## config.mk

```make
export PLATFORM = sky130hd
export DESIGN_NAME = pwm_core
export DESIGN_NICKNAME = d
export VERILOG_FILES = /design/src/rtl/pwm_core.sv
export SDC_FILE = /design/constraint.sdc
export NUM_CORES = 1
export LEC_CHECK = 0
export ABC_CLOCK_PERIOD_IN_PS = 2200
export CAP_MARGIN = 20
export CELL_PAD_IN_SITES_DETAIL_PLACEMENT = 1
export CELL_PAD_IN_SITES_GLOBAL_PLACEMENT = 1
export CORE_UTILIZATION = 30
export CTS_CLUSTER_DIAMETER = 30
export DETAILED_ROUTE_END_ITERATION = 12
export PLACE_DENSITY_LB_ADDON = 0.1
export SYNTH_ARGS = -nofsm -noshare
export SYNTH_HDL_FRONTEND = slang
export SYNTH_SLANG_ARGS = --single-unit
```

## constraint.sdc

```tcl
create_clock -name clk -period 2.2 [get_ports clk]
set_clock_uncertainty 0.2 [all_clocks]
set_input_delay 0.33 -clock clk [delete_from_list [all_inputs] [get_ports clk]]
set_output_delay 0.33 -clock clk [all_outputs]
set_load 0.01 [all_outputs]
```

## src/rtl/pwm_core.sv

```systemverilog
// pwm_core: PWM generation stage fed by the register block's ctrl word.
// It has a prescaler, a period counter, duty/period shadow registers and a
// two-state IDLE/RUN enable FSM, and it returns a live status word.
// Optional feature macro: PWM_SHADOW_EN.
//   defined   - duty/period written while running take effect at the next
//               period boundary (glitch-free update).
//   undefined - duty/period follow ctrl every clock.
// Reset: reset_n is asynchronous and asserted HIGH (legacy naming kept).
module pwm_core #(
  parameter int PRESC_W = 4
) (
  input  logic        clk,
  input  logic        reset_n,
  input  logic [31:0] ctrl,
  output logic        pwm_out,
  output logic [31:0] status_out
);

  typedef enum logic {
    IDLE = 1'b0,
    RUN  = 1'b1
  } state_t;

  // Decoded control fields, all sampled live
  logic               en_s;
  logic               pol_s;
  logic [PRESC_W-1:0] presc_s;
  logic [7:0]         duty_in_s;
  logic [7:0]         period_in_s;
  logic               unused_ctrl_s;

  assign en_s          = ctrl[0];
  assign pol_s         = ctrl[1];
  assign presc_s       = ctrl[4+PRESC_W-1:4];
  assign duty_in_s     = ctrl[23:16];
  assign period_in_s   = ctrl[31:24];
  assign unused_ctrl_s = ^{ctrl[15:8], ctrl[3:2]};

  // State and datapath registers
  state_t             state_q,     state_d;
  logic [PRESC_W-1:0] presc_cnt_q, presc_cnt_d;
  logic [7:0]         cnt_q,       cnt_d;
  logic [7:0]         duty_s_q,    duty_s_d;
  logic [7:0]         period_s_q,  period_s_d;
  logic [5:0]         pcount_q,    pcount_d;
  logic               pwm_q,       pwm_d;
  logic [31:0]        status_q,    status_d;

  // Per-cycle events
  logic tick_s;
  logic boundary_s;
  logic raw_s;

  // Prescaler tick, period boundary and raw duty compare
  always_comb begin
    tick_s     = 1'b0;
    boundary_s = 1'b0;
    raw_s      = 1'b0;
    if (state_q == RUN) begin
      // '>=' keeps the prescaler safe when presc is lowered on the fly
      tick_s = (presc_cnt_q >= presc_s);
    end else begin
      tick_s = 1'b0;
    end
    // '>=' also covers period_s==0 and a period lowered below cnt
    boundary_s = tick_s && (cnt_q >= period_s_q);
    raw_s      = (cnt_q < duty_s_q);
  end

  // FSM next state, counters and shadow registers
  always_comb begin
    state_d     = state_q;
    presc_cnt_d = presc_cnt_q;
    cnt_d       = cnt_q;
    duty_s_d    = duty_s_q;
    period_s_d  = period_s_q;
    pcount_d    = pcount_q;

    case (state_q)
      IDLE: begin
        if (en_s) begin
          state_d     = RUN;
          presc_cnt_d = {PRESC_W{1'b0}};
          cnt_d       = 8'd0;
          pcount_d    = 6'd0;
          duty_s_d    = duty_in_s;
          period_s_d  = period_in_s;
        end else begin
          state_d = IDLE;
        end
      end
      RUN: begin
        // The period count advances on a boundary even if disable wins
        if (boundary_s) begin
          pcount_d = pcount_q + 6'd1;
        end else begin
          pcount_d = pcount_q;
        end
        if (!en_s) begin
          state_d     = IDLE;
          cnt_d       = 8'd0;
          presc_cnt_d = {PRESC_W{1'b0}};
        end else begin
          if (tick_s) begin
            presc_cnt_d = {PRESC_W{1'b0}};
          end else begin
            presc_cnt_d = presc_cnt_q + PRESC_W'(1);
          end
          if (boundary_s) begin
            cnt_d = 8'd0;
`ifdef PWM_SHADOW_EN
            duty_s_d   = duty_in_s;
            period_s_d = period_in_s;
`endif
          end else if (tick_s) begin
            cnt_d = cnt_q + 8'd1;
          end else begin
            cnt_d = cnt_q;
          end
        end
      end
      default: begin
        state_d     = IDLE;
        presc_cnt_d = {PRESC_W{1'b0}};
        cnt_d       = 8'd0;
      end
    endcase

`ifndef PWM_SHADOW_EN
    // Without shadowing the compare values track ctrl every clock
    duty_s_d   = duty_in_s;
    period_s_d = period_in_s;
`endif
  end

  // Output level and status word, registered from next-state values
  always_comb begin
    pwm_d    = pol_s;
    status_d = 32'd0;
    if (state_q == RUN) begin
      pwm_d = raw_s ^ pol_s;
    end else begin
      pwm_d = pol_s;
    end
    status_d = {pcount_d, pwm_d, (state_d == RUN), period_s_d, duty_s_d, cnt_d};
  end

  // All state, with asynchronous high-active reset
  always_ff @(posedge clk or posedge reset_n) begin
    if (reset_n) begin
      state_q     <= IDLE;
      presc_cnt_q <= {PRESC_W{1'b0}};
      cnt_q       <= 8'd0;
      duty_s_q    <= 8'd0;
      period_s_q  <= 8'd0;
      pcount_q    <= 6'd0;
      pwm_q       <= 1'b0;
      status_q    <= 32'd0;
    end else begin
      state_q     <= state_d;
      presc_cnt_q <= presc_cnt_d;
      cnt_q       <= cnt_d;
      duty_s_q    <= duty_s_d;
      period_s_q  <= period_s_d;
      pcount_q    <= pcount_d;
      pwm_q       <= pwm_d;
      status_q    <= status_d;
    end
  end

  assign pwm_out    = pwm_q;
  assign status_out = status_q;

endmodule

```

==> results.txt, run 1 <==
The number of max-slew violations in the final report came to 0. The cell area after synthesis is 1950 um2. The total length of routed met2 wires came out at 2420 um. The non-filler instance count after layout came out at 344. The via count of the first global-routing pass is 1671. The worst setup path is launched from a register. The H-tree level count is 2. The type of the worst setup path is register to register.

Setup slack closes at 0.0372 ns. The worst setup slack for register-to-register paths is 0.04 ns. The number of maximum-capacitance constraint violations is 0.

In the global route stage, overall resource usage came out at 0.151. The proportion of total power due to net switching is 0.241. The sum of routed wire length over all layers came out at 4930 um. Dividing the final minimum period by the clock period gives 0.983. The path class of the tightest hold or removal check is primary input to asynchronous set/reset pin. The required time reported for the critical path endpoint is 2.22 ns.

The clock-pin slew on the worst setup and hold paths came out at 0.07 ns. Counting cells, the worst reg-to-reg path comes to 7. After detailed routing, the average wire length per cell comes to 14.3 um. After legalization and detailed placement, the total HPWL measured 3610 um. During placement, the flow inserted port buffers numbering 56. Among all flip-flop cells after synthesis, the most frequent one is sky130_fd_sc_hd__dfrtp_1. The count of nets left with antenna violations after detail routing is 0. The core area is 6310 um2. After detailed routing, the met3 layer carries 185 um of wire. The switching power is 0.000338 W. The data arrival at the endpoint of the critical path came out at 2.18 ns. The floorplan has 29 rows. The library cell occupying the most area in the post-synthesis netlist is sky130_fd_sc_hd__dfrtp_1.

Ranked by total cell area, the synthesized netlist is headed by sky130_fd_sc_hd__dfrtp_1, sky130_fd_sc_hd__ha_1, sky130_fd_sc_hd__inv_1, sky130_fd_sc_hd__a22o_1, sky130_fd_sc_hd__mux2i_1. The area overhead of the layout relative to synthesis came out at 53.0%. The number of distinct library cells after synthesis came out at 40.

The maximum ir drop on the vdd rail is 0.284 mV. Static timing analysis puts the maximum clock frequency at 462 MHz. The top cell types in the final layout, fill and taps aside, are sky130_fd_sc_hd__clkdlybuf4s50_1, sky130_fd_sc_hd__dfrtp_1, sky130_fd_sc_hd__buf_4. The clock group share of total power is 0.347.

Of all flip-flops after synthesis, the portion carrying an async set or reset was 1.00. The worst pin sits at a relative slew slack of 0.687. The die outline width came out at 82.6 um. The clock tree from TritonCTS is done. The total internal power is 0.00106 W.

The congestion estimate from routability-driven global placement came to 0.795. The maximum number of buffers from clock root to sink is 2. The die extent in y is 82.6 um. The number of vias in the routed layout came out at 1644.

The final-report setup violation count came out at 0. The top-level I/O count came out at 67. In this run the critical register-to-register path is launched from status_out[1]$_DFFE_PP0P_. At the pin with the least slew margin, the transition time is 0.470 ns. After detailed routing, the number of remaining DRC violations is 0.

The most frequent standard cell in the layout excluding fill and tap cells is sky130_fd_sc_hd__clkdlybuf4s50_1. The maximum net fanout on the critical path is 5. The root buffer selected by CTS is sky130_fd_sc_hd__clkbuf_8. The fraction of layout instances using a drive strength above 1 came out at 0.206. The number of buffers created by CTS came out at 5.

The number of flops mapped to enable cells by yosys is 0. The setup slack at placement came out at -0.370 ns. The number of warnings reported in the yosys synthesis log is 0.

The relative contribution of combinational cells to total power is 0.155. The number of diodes is 0. In this run the power density over the cells is 469 nW/um2. The average instance in the mapped netlist occupies 10.8 um2.

Setup repair after global routing could not meet its margin everywhere. For this block, the initial DRC count from the detailed router was 40. In this run the critical register-to-register path is captured at status_out[5]$_DFFE_PP0P_. The number of flip-flops and latches in the synthesized netlist came out at 36. STA classifies the critical path endpoint as a register. The number of clock sinks is 36. Of the post-synthesis cell area, the dominant cell type holds 0.462. Counting every instance in the synthesized netlist gives 180.

The leakage component of the power came out at 1.43 nW. The number of instances in the placed design is 330. The share of the Yosys chip area taken by registers is 0.462. The proportion of power drawn by flip-flops and latches came out at 0.499. Entering global routing, the biggest net connects 37 pins. Clock latency on the worst-skew pair, taken at its later pin, is 0.28 ns.

The initial cell density of the core came out at 0.309. The top layer reached by signal wires is met4. The synthesized net count is 236. The area enclosed by the die boundary is 6830 um2. After global routing the overflow that remains totals 0. The final count of hold timing violations came to 0.

The final layout contains 322 nets. The first-pass GRT wire length came out at 7670 um. The first detailed-routing pass took 4 iterations. The flow ran to the end, and the final reports show no timing, DRC or antenna violations.

The initial antenna violation count is 0. The number of hold buffers added after CTS came out at 0. The met1 wire length came out at 2280 um. Using the TritonRoute via totals, the vias-per-cell ratio works out to 4.78. Counting I/O delays and the setup requirement, the final critical path takes 2.16 ns.
metal layers:
metal,global-route usage,vias to the layer above
met5,0,-
met4,0.0414,0
met3,0.0363,7
met2,0.263,35
met1,0.185,795
li1,-,807
state kept, by name, indices dropped and copies added, names as in the netlist:
signal	count
status_out	31
presc_cnt_q	4
pcount_q	1
cell families (layout without fill, tap and decap cells):
family / count (synthesis) / after routing / share of synthesized area
mux: 6 / 6 / 0.0308
fa+ha+maj: 22 / 22 / 0.141
compound gates: 40 / 40 / 0.169
xor+xnor: 2 / 2 / 0.00898
buf+inv: 27 / 113 / 0.0616
flops: 36 / 36 / 0.462
simple gates: 47 / 48 / 0.126
cell type report:
class                           instances  area [um2]
Clock buffer                            8        90.1
Fill cell                             714        3330
Inverter                               23        86.3
Multi-Input combinational cell        118        1040
Sequential cell                        36         901
Tap cell                               77        96.3
Timing Repair Buffer                   82         767
worst max path at each step:
stage | endpoint | depth (start not counted) | slack, ns | start
CTS | status_out[30]$_DFFE_PP0P_ | 8 | 0.006 | ctrl[7]
finish | status_out[5]$_DFFE_PP0P_ | 7 | 0.04 | status_out[1]$_DFFE_PP0P_
detailed placement | status_out[30]$_DFFE_PP0P_ | 8 | -0.37 | ctrl[7]
global route | status_out[5]$_DFFE_PP0P_ | 7 | -0.02 | status_out[1]$_DFFE_PP0P_
global placement | status_out[30]$_DFFE_PP0P_ | 8 | -0.31 | ctrl[7]
floorplan | status_out[2]$_DFFE_PP0P_ | 7 | 0.02 | status_out[5]$_DFFE_PP0P_
critical path, cell delays in order (launching register included):
cell and delay (ns):
sky130_fd_sc_hd__dfrtp_1 0.42, sky130_fd_sc_hd__ha_4 0.26, sky130_fd_sc_hd__nor2b_4 0.12, sky130_fd_sc_hd__o211a_1 0.23, sky130_fd_sc_hd__o311ai_4 0.38, sky130_fd_sc_hd__buf_6 0.18, sky130_fd_sc_hd__and2_4 0.16, sky130_fd_sc_hd__a22o_1 0.15
per-stage QoR:
step / cell area [um2] / hold WS, ns / TNS (ns) / power [W] / util
after detailed placement: 2740 / 0.291 / -3.74 / 0.000917 / 0.435
after global placement: 2740 / 0.271 / -3.28 / 0.000912 / 0.435
after CTS: 2850 / 0.269 / 0 / 0.00141 / 0.452
final: 2990 / 0.253 / 0 / 0.00140 / 0.473
after floorplan: 1960 / 0.161 / 0 / 0.000796 / -
after global routing: 2990 / 0.276 / -0.0752 / 0.00147 / 0.473
cells in the mapped netlist, types with 4 or more instances:
library cell / number
sky130_fd_sc_hd__nand3_1: 9
sky130_fd_sc_hd__mux2i_1: 6
sky130_fd_sc_hd__inv_1: 23
sky130_fd_sc_hd__nor2_1: 6
sky130_fd_sc_hd__and3_1: 4
sky130_fd_sc_hd__nand2_1: 14
sky130_fd_sc_hd__a31oi_1: 5
sky130_fd_sc_hd__a21o_1: 5
sky130_fd_sc_hd__a22o_1: 7
sky130_fd_sc_hd__dfrtp_1: 36
sky130_fd_sc_hd__ha_1: 22
sky130_fd_sc_hd__a21oi_1: 6
power by group through the flow:
stage	sequential, W	clock, W	combinational, W
after floorplan	0.000719	0	0.0000766
after global placement	0.000710	0	0.000202
after detailed placement	0.000711	0	0.000206
after CTS	0.000698	0.000506	0.000208
after global routing	0.000701	0.000527	0.000241
final	0.000698	0.000485	0.000216
what timing repair did:
item	4_1_cts	5_1_grt
pin swaps	1	8
cloned	0	2
resized for setup	3	20
setup endpoints to repair	7	12
buffers inserted	1	3
Power figures use the tool's default switching activity.
==> inputs of run 2 (changes only) <==
--- a/config.mk
+++ b/config.mk
@@ -5,13 +5,14 @@
 export SDC_FILE = /design/constraint.sdc
 export NUM_CORES = 1
 export LEC_CHECK = 0
-export ABC_CLOCK_PERIOD_IN_PS = 2200
+export ABC_CLOCK_PERIOD_IN_PS = 2800
 export CAP_MARGIN = 20
-export CELL_PAD_IN_SITES_DETAIL_PLACEMENT = 1
+export CELL_PAD_IN_SITES_DETAIL_PLACEMENT = 0
 export CELL_PAD_IN_SITES_GLOBAL_PLACEMENT = 1
 export CORE_UTILIZATION = 30
 export CTS_CLUSTER_DIAMETER = 30
 export DETAILED_ROUTE_END_ITERATION = 12
+export HOLD_SLACK_MARGIN = 0.08
 export PLACE_DENSITY_LB_ADDON = 0.1
 export SYNTH_ARGS = -nofsm -noshare
 export SYNTH_HDL_FRONTEND = slang
==> constraint.sdc (replaced) <==
create_clock -name clk -period 2.8 [get_ports clk]
set_clock_uncertainty 0.2 [all_clocks]
set_input_delay 0.42 -clock clk [delete_from_list [all_inputs] [get_ports clk]]
set_output_delay 0.42 -clock clk [all_outputs]
set_load 0.01 [all_outputs]
==> results.txt, run 2 (synthesis results as in run 1) <==
The maximum operating frequency is 404 MHz (-13%). The count of nets left with antenna violations after detail routing is 0 (unchanged). The measured slew at the worst slew-check pin came out at 0.584 ns (+0.114 ns). The number of instances in the placed design came out at 315 (-4.5%). The initial cell density of the core came out at 0.309 (unchanged). The sum of negative setup slack was 0 ns (unchanged).

The sort of element at the end of the critical path is a register. The die outline width was 82.6 um (unchanged). The total of buffers placed on input and output ports came to 56 (unchanged). The final-report setup violation count came out at 0 (unchanged).

The type of the worst setup path is register to register. The number of vias in the routed layout was 1516 (-7.8%). The total internal power is 0.000818 W (-23%).

The worst relative slew slack is 0.610 (-0.0768). The number of nets in the final layout came out at 301 (-6.5%). The maximum number of buffers from clock root to sink came out at 2 (unchanged). The source-to-sink clock delay at the later pin of the worst-skew pair is 0.29 ns (about the same). The proportion of total power due to net switching was 0.237 (-0.00392).

The area enclosed by the die boundary is 6830 um2 (unchanged). The clock-pin slew on the worst setup and hold paths is 0.08 ns (about the same). The relative contribution of combinational cells to total power is 0.131 (-0.024). The DRC violation count after routing came out at 0 (unchanged). The non-filler instance count after layout is 323 (-6.1%). The number of vias per cell after detailed routing came out at 4.69 (-1.8%).

The required time reported for the critical path endpoint came out at 2.82 ns (+0.60 ns). The total power of the final layout came out at 0.00107 W (-23%). The pin count of the biggest net entering global routing was 37 (unchanged).

The worst setup slack for register-to-register paths came out at 0.32 ns (+0.29 ns). The switching power is 0.000254 W (-25%). The die extent in y is 82.6 um (unchanged). The detailed-placement wirelength estimate came out at 3030 um (-16%).

The number of max-slew violations in the final report came out at 0 (unchanged). The DRC violation total after the first TritonRoute iteration came out at 32 (-20%). The total congestion overflow is 0 (unchanged). The tightest min-delay check is of the register to register type. The H-tree level count came out at 2 (unchanged). The maximum net fanout on the critical path came out at 9 (+4). The core area is 6310 um2 (unchanged). The total power per unit cell area came to 396 nW/um2 (-16%).

The clock group share of total power was 0.356 (+0.009). The routed length per placed instance is 12.8 um (-11%). The minimum hold slack came out at 0.279 ns (+0.0257 ns). The first-pass detailed-route iteration total is 4 (unchanged). The number of diodes is 0 (unchanged). Setup repair after global routing left no endpoint under its margin. The clock period minus final worst setup slack is 2.48 ns (+0.314 ns). The overall global routing resource usage came to 0.137 (-0.0144). The data arrival at the endpoint of the critical path is 2.49 ns (+0.31 ns). The proportion of power drawn by flip-flops and latches came out at 0.513 (+0.014). The top-level I/O count came out at 67 (unchanged). The fraction of layout instances using a drive strength above 1 came out at 0.0772 (-0.129). The number of hold buffers added after CTS came to 0 (unchanged). The number of buffers added for setup after CTS came to 0 (-1). TritonCTS built the clock tree. The final count of hold timing violations is 0 (unchanged). The final clock period utilization by the worst path came out at 0.884 (-0.0986). The leakage component of the power came out at 1.29 nW (-10%). The count of cells resized by post-cts repair came out at 0 (-3). STA classifies the critical path startpoint as a register. Leaving out fill and tap cells, the most frequent cells in the layout are sky130_fd_sc_hd__clkdlybuf4s50_1, sky130_fd_sc_hd__dfrtp_1, sky130_fd_sc_hd__inv_1. The cell row count is 29 (unchanged). The library cell used most frequently in the layout, excluding fill and tap cells, is sky130_fd_sc_hd__clkdlybuf4s50_1. The number of clock sinks is 36 (unchanged). The area overhead of the layout relative to synthesis is 38.9%.

The number of buffers created by CTS is 5 (unchanged). The flow ran to the end, and the final reports show no timing, DRC or antenna violations. The first-pass GRT wire length came to 6840 um (-11%). The final standard cell utilization of the core is 0.429 (-0.0438). The root buffer cell chosen for the clock tree is sky130_fd_sc_hd__clkbuf_8.

The initial antenna violation count is 0 (unchanged). The routability-driven placement congestion ratio is 0.721 (-9.3%). The number of maximum-capacitance constraint violations came to 0 (unchanged). The maximum ir drop on the vdd rail came out at 0.219 mV (-23%). The via count of the first global-routing pass was 1467 (-12%). The flip-flop count of the largest register after layout is 31 (unchanged). The sum of routed wire length over all layers came out at 4140 um (-16%).
[run 2: changes by cell type in the layout (fill, tap and decap cells not counted), sizes merged]
cell	delta
and3b	-1
dlymetal6s2s	-3
clkdlybuf4s50	+3
buf	-20
[run 2: critical path, cell delays in order, from the launching register on]
cell                       delay (ns)
sky130_fd_sc_hd__dfrtp_1         0.45
sky130_fd_sc_hd__ha_1            0.37
sky130_fd_sc_hd__and3_4          0.22
sky130_fd_sc_hd__a221oi_4        0.39
sky130_fd_sc_hd__and3b_1         0.41
sky130_fd_sc_hd__and2_4          0.23
sky130_fd_sc_hd__a22o_1          0.15
[run 2: routing by layer]
layer | part of all wire | track usage | vias up
met5 | 0 | 0 | -
met4 | 0.018 | 0.0552 | 0
met3 | 0.050 | 0.0385 | 9
met2 | 0.44 | 0.219 | 36
met1 | 0.49 | 0.173 | 707
li1 | - | - | 764
[run 2: path summary, 6_finish.rpt]
kind / start / end / depth (start not counted)
setup / recovery: status_out[7]$_DFFE_PP0P_ / status_out[3]$_DFFE_PP0P_ / 6
hold / removal: pcount_q[5]$_DFFE_PP0P_ / pcount_q[5]$_DFFE_PP0P_ / 1
setup reg to reg: status_out[7]$_DFFE_PP0P_ / status_out[3]$_DFFE_PP0P_ / 6
hold reg to reg: pcount_q[5]$_DFFE_PP0P_ / pcount_q[5]$_DFFE_PP0P_ / 1
max in group asynchronous: reset_n / status_out[15]$_DFF_PP0_ / 3
min in group asynchronous: reset_n / status_out[26]$_DFFE_PP0P_ / 3
[run 2: layout make-up]
type	instances	area, um2
Clock buffer	8	90.1
Multi-Input combinational cell	117	930
Timing Repair Buffer	62	606
Sequential cell	36	901
Fill cell	629	3600
Tap cell	77	96.3
Inverter	23	86.3
[run 2: power by group through the flow]
stage                     clock network, W  registers [W]  logic (W)
after floorplan                          0       0.000565  0.0000593
after global placement                   0       0.000561   0.000143
after detailed placement                 0       0.000561   0.000143
after CTS                         0.000401       0.000550   0.000144
after global routing              0.000419       0.000553   0.000159
final                             0.000381       0.000550   0.000141
[run 2: through the flow]
stage,instance area (um2),worst slack (ns)
6_report,2710,0.323
5_1_grt,2710,0.167
4_1_cts,2710,0.301
3_5_place_dp,2620,0.0606
3_3_place_gp,2620,0.0691
2_1_floorplan,1950,0.592
==> inputs of run 3 (changes only) <==
--- a/config.mk
+++ b/config.mk
@@ -9,6 +9,7 @@
 export CAP_MARGIN = 20
 export CELL_PAD_IN_SITES_DETAIL_PLACEMENT = 0
 export CELL_PAD_IN_SITES_GLOBAL_PLACEMENT = 1
+export CORE_MARGIN = 4
 export CORE_UTILIZATION = 30
 export CTS_CLUSTER_DIAMETER = 30
 export DETAILED_ROUTE_END_ITERATION = 12
==> results.txt, run 3 (synthesis results as in run 1) <==
The flow ran to the end, and the final reports show no timing, DRC or antenna violations. The number of vias in the routed layout came out at 1511 (-0.33%). The number of hold buffers added after CTS came out at 0 (unchanged). The H-tree level count came out at 2 (unchanged). The total power per unit cell area was 395 nW/um2 (-0.14%). The cell depth of the worst hold path came out at 1 (unchanged).

The first-pass GRT wire length came out at 7320 um (+7.0%). The sum of negative setup slack came to 0 ns (unchanged). The worst relative slew slack is 0.619 (+0.00895).

The top-level I/O count is 67 (unchanged). The critical-path cell with the highest stage delay is sky130_fd_sc_hd__dfrtp_1. The die outline width came out at 88.6 um (+7.3%). The first-pass detailed-route iteration total is 4 (unchanged). The area of placed instances is 2620 um2 (unchanged). The area overhead of the layout relative to synthesis came out at 38.9% (unchanged).

The maximum number of buffers from clock root to sink is 2 (unchanged). The source-to-sink clock delay at the later pin of the worst-skew pair was 0.28 ns (about the same). The number of vias per cell after detailed routing is 4.68 (-0.33%). The final standard cell utilization of the core came to 0.429 (unchanged). The most critical setup path has its startpoint at status_out[7]$_DFFE_PP0P_. The maximum net fanout on the critical path came to 9 (unchanged).

The number of cells on the critical path came to 6 (unchanged). The initial antenna violation count is 0 (unchanged). The pin count of the biggest net entering global routing is 37 (unchanged). The path class of the tightest hold or removal check is register to register. The overall global routing resource usage is 0.121 (-0.0155). The measured slew at the worst slew-check pin came out at 0.570 ns (-0.0134 ns). The worst setup path is launched from a register. The routed length per placed instance is 13.4 um (+4.6%).

The routability-driven placement congestion ratio came to 0.713 (-1.1%). In this run the worst setup path terminates at status_out[2]$_DFFE_PP0P_. The clock period minus final worst setup slack came out at 2.46 ns (-0.0190 ns). STA classifies the critical path endpoint as a register. The library cells used most frequently in the layout, excluding fill and tap cells, are sky130_fd_sc_hd__clkdlybuf4s50_1, sky130_fd_sc_hd__dfrtp_1, sky130_fd_sc_hd__inv_1. The fraction of layout instances using a drive strength above 1 was 0.0772 (unchanged).

The DRC violation count after routing came to 0 (unchanged). Leaving out fill and tap cells, the most frequent cell in the layout is sky130_fd_sc_hd__clkdlybuf4s50_1. The count of cells resized by post-cts repair is 0 (unchanged). The critical path buffer and inverter count came out at 0 (unchanged). The initial cell density of the core came out at 0.309 (unchanged).

The maximum ir drop on the vdd rail came out at 0.241 mV (+9.7%). The biggest cell delay along the critical path came out at 0.44 ns (about the same). The number of cell instances on the worst register-to-register path is 6 (unchanged). The number of buffers created by CTS was 5 (unchanged).

The startpoint identified for the worst register-to-register timing path is status_out[7]$_DFFE_PP0P_. The maximum operating frequency came out at 407 MHz (+0.77%). The type of the worst setup path is register to register.

The sum of routed wire length over all layers is 4330 um (+4.6%). The count of nets left with antenna violations after detail routing came out at 0 (unchanged). The flip-flop count of the largest register after layout was 31 (unchanged).

The final count of hold timing violations was 0 (unchanged). The minimum hold slack is 0.278 ns (-0.000203 ns). The core area was 6310 um2 (unchanged). The clock-pin slew on the worst setup and hold paths was 0.07 ns (about the same). TritonCTS built the clock tree.

The required time reported for the critical path endpoint is 2.78 ns (-0.04 ns). The total of buffers placed on input and output ports is 56 (unchanged). The non-filler instance count after layout is 323 (unchanged). Among cell families on the critical path, the largest total delay comes from simple AND/OR/NAND/NOR gates. The number of diodes is 0 (unchanged). The post-route cell area is 2710 um2 (unchanged). The total congestion overflow is 0 (unchanged). The number of nets in the final layout came to 301 (unchanged). The tree is rooted in a sky130_fd_sc_hd__clkbuf_8.

The die extent in y is 88.6 um (+7.3%). The data arrival at the endpoint of the critical path came out at 2.44 ns (-0.05 ns). The number of clock sinks came out at 36 (unchanged). The detailed-placement wirelength estimate came out at 3220 um (+6.5%). The leakage component of the power came out at 1.29 nW (unchanged). The DRC violation total after the first TritonRoute iteration came out at 63 (+97%). The number of max-slew violations in the final report is 0 (unchanged). The worst setup slack for register-to-register paths was 0.34 ns (+0.02 ns). The via count of the first global-routing pass is 1558 (+6.2%).

The final-report setup violation count is 0 (unchanged). The cell row count is 29 (unchanged). The signal on the critical path passes through ha_1, and3_4, a221oi_4, and3b_1, nand2_2, o311ai_2. Setup repair after global routing left no endpoint under its margin. The final clock period utilization by the worst path is 0.878 (-0.00678). The number of instances in the placed design came to 315 (unchanged). The area enclosed by the die boundary came out at 7860 um2 (+15%). The number of maximum-capacitance constraint violations came to 0 (unchanged).

The destination of the worst register-to-register timing path is status_out[2]$_DFFE_PP0P_. The number of buffers added for setup after CTS is 0 (unchanged).
-- run 3: cell counts in the layout (fill, tap and decap cells not counted) --
No cell type changed its count.
-- run 3: layout make-up --
cell class	instances	area [um2]
inverter	23	86.3
fill	643	3600
tap	77	96.3
multi-input combinational	117	930
timing repair buffer	62	606
clock buffer	8	90.1
sequential	36	901
-- run 3: power by group --
| group | internal [W] | switching, W |
|---|---|---|
| sequential | 0.000537 | 0.0000134 |
| combinational | 0.0000797 | 0.0000618 |
| clock | 0.000201 | 0.000178 |
| total | 0.000818 | 0.000253 |
-- run 3: per-stage QoR --
step | setup slack (ns) | power, W
after floorplan | 0.592 | 0.000625
after global placement | 0.0708 | 0.000704
after detailed placement | 0.0756 | 0.000705
after CTS | 0.310 | 0.00110
after global routing | 0.176 | 0.00114
final | 0.342 | 0.00107
-- run 3: worst min path at each step --
stage | endpoint | start | slack [ns]
finish | pcount_q[5]$_DFFE_PP0P_ | pcount_q[5]$_DFFE_PP0P_ | 0.28
global route | pcount_q[5]$_DFFE_PP0P_ | pcount_q[5]$_DFFE_PP0P_ | 0.33
CTS | pcount_q[5]$_DFFE_PP0P_ | pcount_q[5]$_DFFE_PP0P_ | 0.29
detailed placement | pcount_q[5]$_DFFE_PP0P_ | pcount_q[5]$_DFFE_PP0P_ | 0.27
global placement | pcount_q[5]$_DFFE_PP0P_ | pcount_q[5]$_DFFE_PP0P_ | 0.27
floorplan | status_out[10]$_DFF_PP0_ | ctrl[18] | 0.25
-- run 3: worst register-to-register path: cells and delay by family, from the launching register on --
family                     cells  cell delay, ns
and+or+nand+nor                3            0.74
DFF                            1            0.44
AOI/OAI and AO/OA              2            0.61
adders and majority gates      1            0.37
-- run 3: per-layer routing --
metal / GRT usage / routed length (um) / vias to the layer above
li1: - / - / 763
met1: 0.156 / 2070 / 710
met2: 0.190 / 1950 / 33
met3: 0.0419 / 261 / 5
met4: 0.0412 / 53 / 0
met5: 0 / 0 / -
